File: src/rtl/signed_accumulator.sv
// signed_accumulator: sequential signed accumulator around a 4-bit signed adder.
// Accepts `len` two's-complement operands over a valid/ready input port,
// keeps a 4-bit running sum plus a sticky overflow flag, and presents the
// result on a valid/ready output port.
//
// Build option: define SIGNED_ACC_SAT_EN for saturating accumulate; otherwise
// the sum wraps around. The sticky overflow flag behaves the same either way.
//
// Ports:
//   clk, rst                 clock, asynchronous active-high reset
//   start, len               begin a run of `len` operands (sampled in IDLE)
//   in_valid, in_data        operand stream input
//   in_ready                 operand accepted this cycle when in_valid=1
//   out_valid, out_data      result handshake and accumulated sum
//   out_ovf                  at least one add in the run overflowed
//   out_ready                consumer accepts the result
//   busy                     block is not IDLE

// Combinational 4-bit signed adder with carry and signed overflow.
module four_bit_adder (
  input  logic [3:0] a,
  input  logic [3:0] b,
  input  logic       cin,
  output logic [3:0] sum,
  output logic       cout,
  output logic       overflow
);

  logic [4:0] full_sum;

  assign full_sum = {1'b0, a} + {1'b0, b} + {4'b0000, cin};
  assign sum      = full_sum[3:0];
  assign cout     = full_sum[4];
  // Signed overflow: operands share a sign that the result does not.
  assign overflow = (a[3] == b[3]) && (full_sum[3] != a[3]);

endmodule

module signed_accumulator #(
  parameter int unsigned COUNT_W = 4
) (
  input  logic               clk,
  input  logic               rst,
  input  logic               start,
  input  logic [COUNT_W-1:0] len,
  input  logic               in_valid,
  input  logic [3:0]         in_data,
  output logic               in_ready,
  output logic               out_valid,
  output logic [3:0]         out_data,
  output logic               out_ovf,
  input  logic               out_ready,
  output logic               busy
);

  localparam int unsigned DATA_W = 4;

  typedef enum logic [1:0] {
    S_IDLE = 2'd0,
    S_RUN  = 2'd1,
    S_DONE = 2'd2
  } state_e;

  state_e              state_q, state_d;
  logic [DATA_W-1:0]   acc_q, acc_d;
  logic                ovf_q, ovf_d;
  logic [COUNT_W-1:0]  cnt_q, cnt_d;
  logic                in_ready_q, in_ready_d;
  logic                out_valid_q, out_valid_d;
  logic                busy_q, busy_d;

  logic [DATA_W-1:0]   add_sum;
  logic                add_ovf;
  logic                add_cout_unused;
  logic [DATA_W-1:0]   acc_next;
  logic                beat;

  // Accumulator feeds back as operand A; the incoming operand is B.
  four_bit_adder u_adder (
    .a        (acc_q),
    .b        (in_data),
    .cin      (1'b0),
    .sum      (add_sum),
    .cout     (add_cout_unused),
    .overflow (add_ovf)
  );

  // Value loaded into the accumulator on an accepted beat.
  always_comb begin
    acc_next = add_sum;
`ifdef SIGNED_ACC_SAT_EN
    // On overflow both operands share acc's sign, so acc_q[3] picks the rail.
    if (add_ovf) begin
      acc_next = acc_q[DATA_W-1] ? 4'b1000 : 4'b0111;
    end
`endif
  end

  assign beat = in_valid && in_ready_q;

  // Next-state, datapath update and registered-output decode.
  always_comb begin
    state_d = state_q;
    acc_d   = acc_q;
    ovf_d   = ovf_q;
    cnt_d   = cnt_q;

    case (state_q)
      S_IDLE: begin
        if (start) begin
          acc_d   = '0;
          ovf_d   = 1'b0;
          cnt_d   = len;
          state_d = (len == '0) ? S_DONE : S_RUN;
        end
      end
      S_RUN: begin
        if (beat) begin
          acc_d = acc_next;
          ovf_d = ovf_q | add_ovf;
          // Never decrement past zero.
          if (cnt_q != '0) begin
            cnt_d = cnt_q - COUNT_W'(1);
          end
          if (cnt_q <= COUNT_W'(1)) begin
            state_d = S_DONE;
          end
        end
      end
      S_DONE: begin
        if (out_ready) begin
          state_d = S_IDLE;
        end
      end
      default: begin
        state_d = S_IDLE;
      end
    endcase

    // Handshake outputs are registered copies of the next-state decode.
    in_ready_d  = (state_d == S_RUN);
    out_valid_d = (state_d == S_DONE);
    busy_d      = (state_d != S_IDLE);
  end

  // State and datapath registers.
  always_ff @(posedge clk or posedge rst) begin
    if (rst) begin
      state_q     <= S_IDLE;
      acc_q       <= '0;
      ovf_q       <= 1'b0;
      cnt_q       <= '0;
      in_ready_q  <= 1'b0;
      out_valid_q <= 1'b0;
      busy_q      <= 1'b0;
    end else begin
      state_q     <= state_d;
      acc_q       <= acc_d;
      ovf_q       <= ovf_d;
      cnt_q       <= cnt_d;
      in_ready_q  <= in_ready_d;
      out_valid_q <= out_valid_d;
      busy_q      <= busy_d;
    end
  end

  assign in_ready  = in_ready_q;
  assign out_valid = out_valid_q;
  assign out_data  = acc_q;
  assign out_ovf   = ovf_q;
  assign busy      = busy_q;

endmodule

File: config.mk
export PLATFORM = sky130hd
export DESIGN_NAME = signed_accumulator
export DESIGN_NICKNAME = d
export VERILOG_FILES = /design/src/rtl/signed_accumulator.sv
export SDC_FILE = /design/constraint.sdc
export NUM_CORES = 1
export LEC_CHECK = 0
export CAP_MARGIN = 30
export CORE_MARGIN = 3
export CORE_UTILIZATION = 45
export CTS_BUF_LIST = sky130_fd_sc_hd__clkbuf_8
export CTS_CLUSTER_DIAMETER = 200
export DETAILED_ROUTE_END_ITERATION = 8
export PLACE_DENSITY = 0.79
export SLEW_MARGIN = 20
export SYNTH_ARGS = -nofsm -noshare
export SYNTH_HDL_FRONTEND = slang
export SYNTH_HIERARCHICAL = 1
export SYNTH_SLANG_ARGS = --single-unit
File: constraint.sdc
create_clock -name clk -period 2 [get_ports clk]
set_input_delay 0.6 -clock clk [delete_from_list [all_inputs] [get_ports clk]]
set_output_delay 0.6 -clock clk [all_outputs]
set_load 0.1 [all_outputs]
## After elaboration in Yosys (flattened, before gate mapping)

Index checks and enable logic that the tools add are counted.

| storage, ports and cells | value |
|---|---|
| word-level logic and storage cells | 45 |
| register bits after elaboration | 14 |

| cells by class | value |
|---|---|
| order comparisons | 1 |
| reduce and logical (&&, ||, !) cells | 9 |
| $add $sub $neg | 2 |
| bitwise gates (word level) | 1 |
| equal/unequal tests | 9 |
| mux-type cells | 16 |

Operator list:

| operator | count |
|---|---|
| 4-bit two-way mux | 5 |
| 4-bit case mux with 2 select lines | 2 |
| 2-bit two-way mux | 5 |
| 2-bit != test, second input constant | 3 |
| 2-bit case mux with 3 select lines | 1 |
| 4-bit adder | 1 |
| 2-bit by 1-bit equality test with 1-bit output, second input constant | 2 |
| 2-bit equality test, second input constant | 2 |
| 4-bit by 1-bit <= comparator with 1-bit output, second input constant | 1 |
| 4-bit logical NOT | 1 |
| 4-bit AND reduction | 1 |
| 2-bit nonzero test | 2 |
| 4-bit nonzero test | 1 |
| 4-bit by 1-bit subtractor with 4-bit output, second input constant | 1 |
| 3-bit AND reduction | 1 |
| 1-bit logical AND | 2 |
| 2-bit logical NOT | 1 |
| 1-bit two-way mux | 2 |
| 1-bit case mux with 2 select lines | 1 |
| 1-bit equality test | 1 |
| 1-bit != test | 1 |
| 1-bit OR | 1 |

## Logic depth before layout (Yosys ltp)

| depth | value |
|---|---|
| depth after elaboration | 6 |
| mapped depth | 7 |
| mapped depth without buffers | 7 |

## Hierarchy

The synthesis kept the hierarchy.

By module, submodules not included:

| module | instances | area an instance (µm²) | cells an instance |
|---|---|---|---|
| signed_accumulator | 1 | 739.5 | 78 |
| four_bit_adder | 1 | 176.4 | 19 |

## Least setup slack after synthesis

No wires, ideal clock.

| timing | value |
|---|---|
| path kind | reg-to-reg |
| start | register acc_q[0] (netlist: out_data[0]) |
| end | register ovf_q (netlist: out_ovf) |
| stages on the path, launching flop included | 8 |
| data arrival time | 2375 ps |
| data required time | 1875 ps |
| buffers on the path | 0 |
| setup slack | -500 ps |
| period minus slack after synthesis | 2500 ps |
| cell sequence | dfrtp_1 > fa_1 > a21o_1 > a21oi_4 > mux2_4 > and4b_1 > o21ai_0 > nand2_1 |

| between the ends | value |
|---|---|
| cells in the longest elaborated chain, start to end | 6 |

RTL lines:

| item | line | text |
|---|---|---|
| start, declared | 65 | `logic [DATA_W-1:0] acc_q, acc_d;` |
| start signal, assigned | 150 | `acc_q <= '0;` |
| start signal, assigned | 158 | `acc_q <= acc_d;` |
| 4-bit adder | 31 | `assign full_sum = {1'b0, a} + {1'b0, b} + {4'b0000, cin};` |
| 1-bit != test | 35 | `assign overflow = (a[3] == b[3]) && (full_sum[3] != a[3]);` |
| 1-bit logical AND | 35 |  |
| named net add_ovf | 73 | `logic add_ovf;` |
| 1-bit OR | 120 | `ovf_d = ovf_q \| add_ovf;` |
| 1-bit two-way mux | 118 | `if (beat) begin` |
| 1-bit case mux with 2 select lines | 108 | `case (state_q)` |
| end signal, assigned | 159 | `ovf_q <= ovf_d;` |
| end, declared | 66 | `logic ovf_q, ovf_d;` |

The timed path passes the listed nets, and every way through them passes these cells. The select of a mux whose other input is x is not followed.
A chain may end at the register's enable or synchronous reset.

## Worst setup path in the final report

| timing | value |
|---|---|
| start | input in_data[0] |
| end | register ovf_q (netlist: out_ovf) |

| between the ends | value |
|---|---|
| cells in the longest elaborated chain, start to end | 6 |

RTL lines:

| item | line | text |
|---|---|---|
| start, declared | 47 | `input logic [3:0] in_data,` |
| 4-bit adder | 31 |  |
| 1-bit != test | 35 |  |
| 1-bit logical AND | 35 |  |
| named net add_ovf | 73 |  |
| 1-bit OR | 120 |  |
| 1-bit two-way mux | 118 |  |
| 1-bit case mux with 2 select lines | 108 |  |

The timed path passes the listed nets, and every way through them passes these cells. The select of a mux whose other input is x is not followed.

==> results.json <==
{
  "drive_gt1_frac": 0.263,
  "synthCells": 94,
  "antenna_found_initial": 0,
  "arrival_ns": 2.08,
  "maxCapViolCount": 0,
  "drv_slew": 0,
  "grt_pass1_wl_um": 3610,
  "required_ns": 2.13,
  "wire_per_inst_um": 14.2,
  "area_growth_pct": 45.5,
  "cts_tree": "yes",
  "ctsHtreeMaxLevel": 1,
  "final_nets": 139,
  "setup_viol": 0,
  "syn_area_um2": 898,
  "worstHoldPathType": "reg -> reg",
  "hold_viol_final": 0,
  "cp-start-kind": "input pin",
  "status": "completed",
  "worstPathCellList": "buf_6 > fa_2 > a21o_1 > a21oi_4 > mux2_4 > and4b_1 > o21ai_2 > nand2_1",
  "first_iter_violations": 17,
  "worstSetupEndpointType": "register",
  "io_buffers": 20,
  "final.setup.tns_ns": 0,
  "powerDensity_mw_per_mm2": 1840,
  "worstPathMaxFanout": 2,
  "grt-ovfl-total": 0,
  "fin_crit_ns": 1.95,
  "grt_pass1_vias": 808,
  "avgSynthCellArea_um2": 9.56,
  "clock_skew_ns": 0.00128,
  "wirelength_um": 2030,
  "core-area_mm2": 0.00180,
  "period_share": 0.974,
  "yosysWarnings": 6,
  "num_antenna_cells": 0,
  "vdd_drop_max_uv": 861,
  "grt_max_degree": 15,
  "die_w_um": 50.7,
  "rsz0062_at_grt": "true",
  "firstDrtPassIters": 4,
  "grt_usage": 0.184,
  "globalplace.congestion": 0.813,
  "cts_hold_buf": 0,
  "clkTransAtPathRegs_ns": 0.06,
  "drt-vias-per-instance": 5.30,
  "hpwlAfterDp_um": 1480,
  "place_area_mm2": 0.00122,
  "cpPeakStageDelay_ns": 0.37,
  "rows": 15,
  "cts_root_buffer": "clkbuf_8",
  "path_delay_family": "compound AO/OA/AOI/OAI gates",
  "crit_type": "in -> reg",
  "cpMaxStageDelayCell": "fa_2",
  "worst-path-buf-inv": 1,
  "drcViolationCount": 0,
  "initial_core_util": 0.499,
  "vias": 758,
  "clk_latency_ns": 0.24,
  "max_freq_mhz": 513,
  "die_area_mm2": 0.00257,
  "cts.sinks": 14,
  "p_leak_uw": 0.000562,
  "final_area_mm2": 0.00131,
  "die_h_um": 50.7,
  "clk_path_buf_depth": 2,
  "ioPinCount": 21,
  "numCtsBuffers": 3,
  "worst_slew_pin_slew_ns": 0.557,
  "syn_nets": 114,
  "fill_cells": 135,
  "ant_nets": 0,
  "relSlewSlack": 0.628
}
metal layers:
metal / global-route usage / vias to the layer above / routed length [um]
li1: - / 366 / -
met1: 0.230 / 365 / 865
met2: 0.313 / 25 / 1050
met3: 0.0682 / 2 / 108
met4: 0.0179 / 0 / 9
met5: 0 / - / 0
stage by stage:
stage	hold WS (ns)	utilization	cells	worst slack (ns)	power [uW]
floorplan	0.489	-	94	-0.0225	1600
global placement	0.535	0.678	137	-0.496	2020
detailed placement	0.544	0.678	137	-0.536	2070
CTS	0.590	0.723	143	-0.0245	2400
global route	0.627	0.726	143	-0.0287	2560
finish	0.590	0.726	143	0.0518	2400
tightest hold or removal path: stages, from the launching register on:
cell and delay (ns):
dfrtp_2 0.42, nand2_1 0.06, o21ai_0 0.07
power by group:
group,internal (uW),switching (uW),total (uW)
Clock,174,101,275
Sequential,421,183,604
Combinational,606,919,1520
Total,1200,1200,2400
flip-flops by register name (all words and copies together) (netlist names):
| register | count |
|---|---|
| state_q | 2 |
| busy | 1 |
| cnt_q | 4 |
| out_valid | 1 |
| out_data | 4 |
| in_ready | 1 |
| out_ovf | 1 |
path summary, 6_finish.rpt:
kind / depth (start not counted) / endpoint / start / slack (ns)
worst max-delay path: 8 / out_ovf / in_data[0] / 0.05
worst min-delay path: 2 / out_data[2] / out_data[2] / 0.59
worst max register to register: 7 / out_ovf / out_data[0] / 0.06
worst min register to register: 2 / out_data[2] / out_data[2] / 0.59
max in group asynchronous: 2 / out_data[0] / rst / 0.88
min in group asynchronous: 2 / out_data[1] / rst / 0.71
timing repair:
action                     in CTS  in global routing
pin swaps                       4                  3
setup endpoints to repair       1                  1
setup buffers                   2                  0
gates cloned                    0                  0
gates resized for setup         8                  2
cell usage in the layout, fill, tap and decap left out, types with 2 or more instances in the layout:
cell type,n
o211ai_1,2
clkbuf_8,4
nand2_1,11
clkdlybuf4s50_1,9
ha_4,2
inv_1,8
ha_1,3
xnor2_1,2
dfrtp_1,10
dfrtp_4,2
dfrtp_2,2
nor2_1,10
buf_4,3
buf_12,8
o21ai_0,11
nor3_1,2
a21oi_1,4
layout make-up:
cell class	instances	area, um2	share of cell area
multi-input combinational	69	528	0.404
sequential	14	360	0.276
timing repair buffer	23	303	0.232
clock buffer	4	55.1	0.0421
tap	25	31.3	0.0239
inverter	8	30.0	0.0230
(Power assumes the default switching activity.)
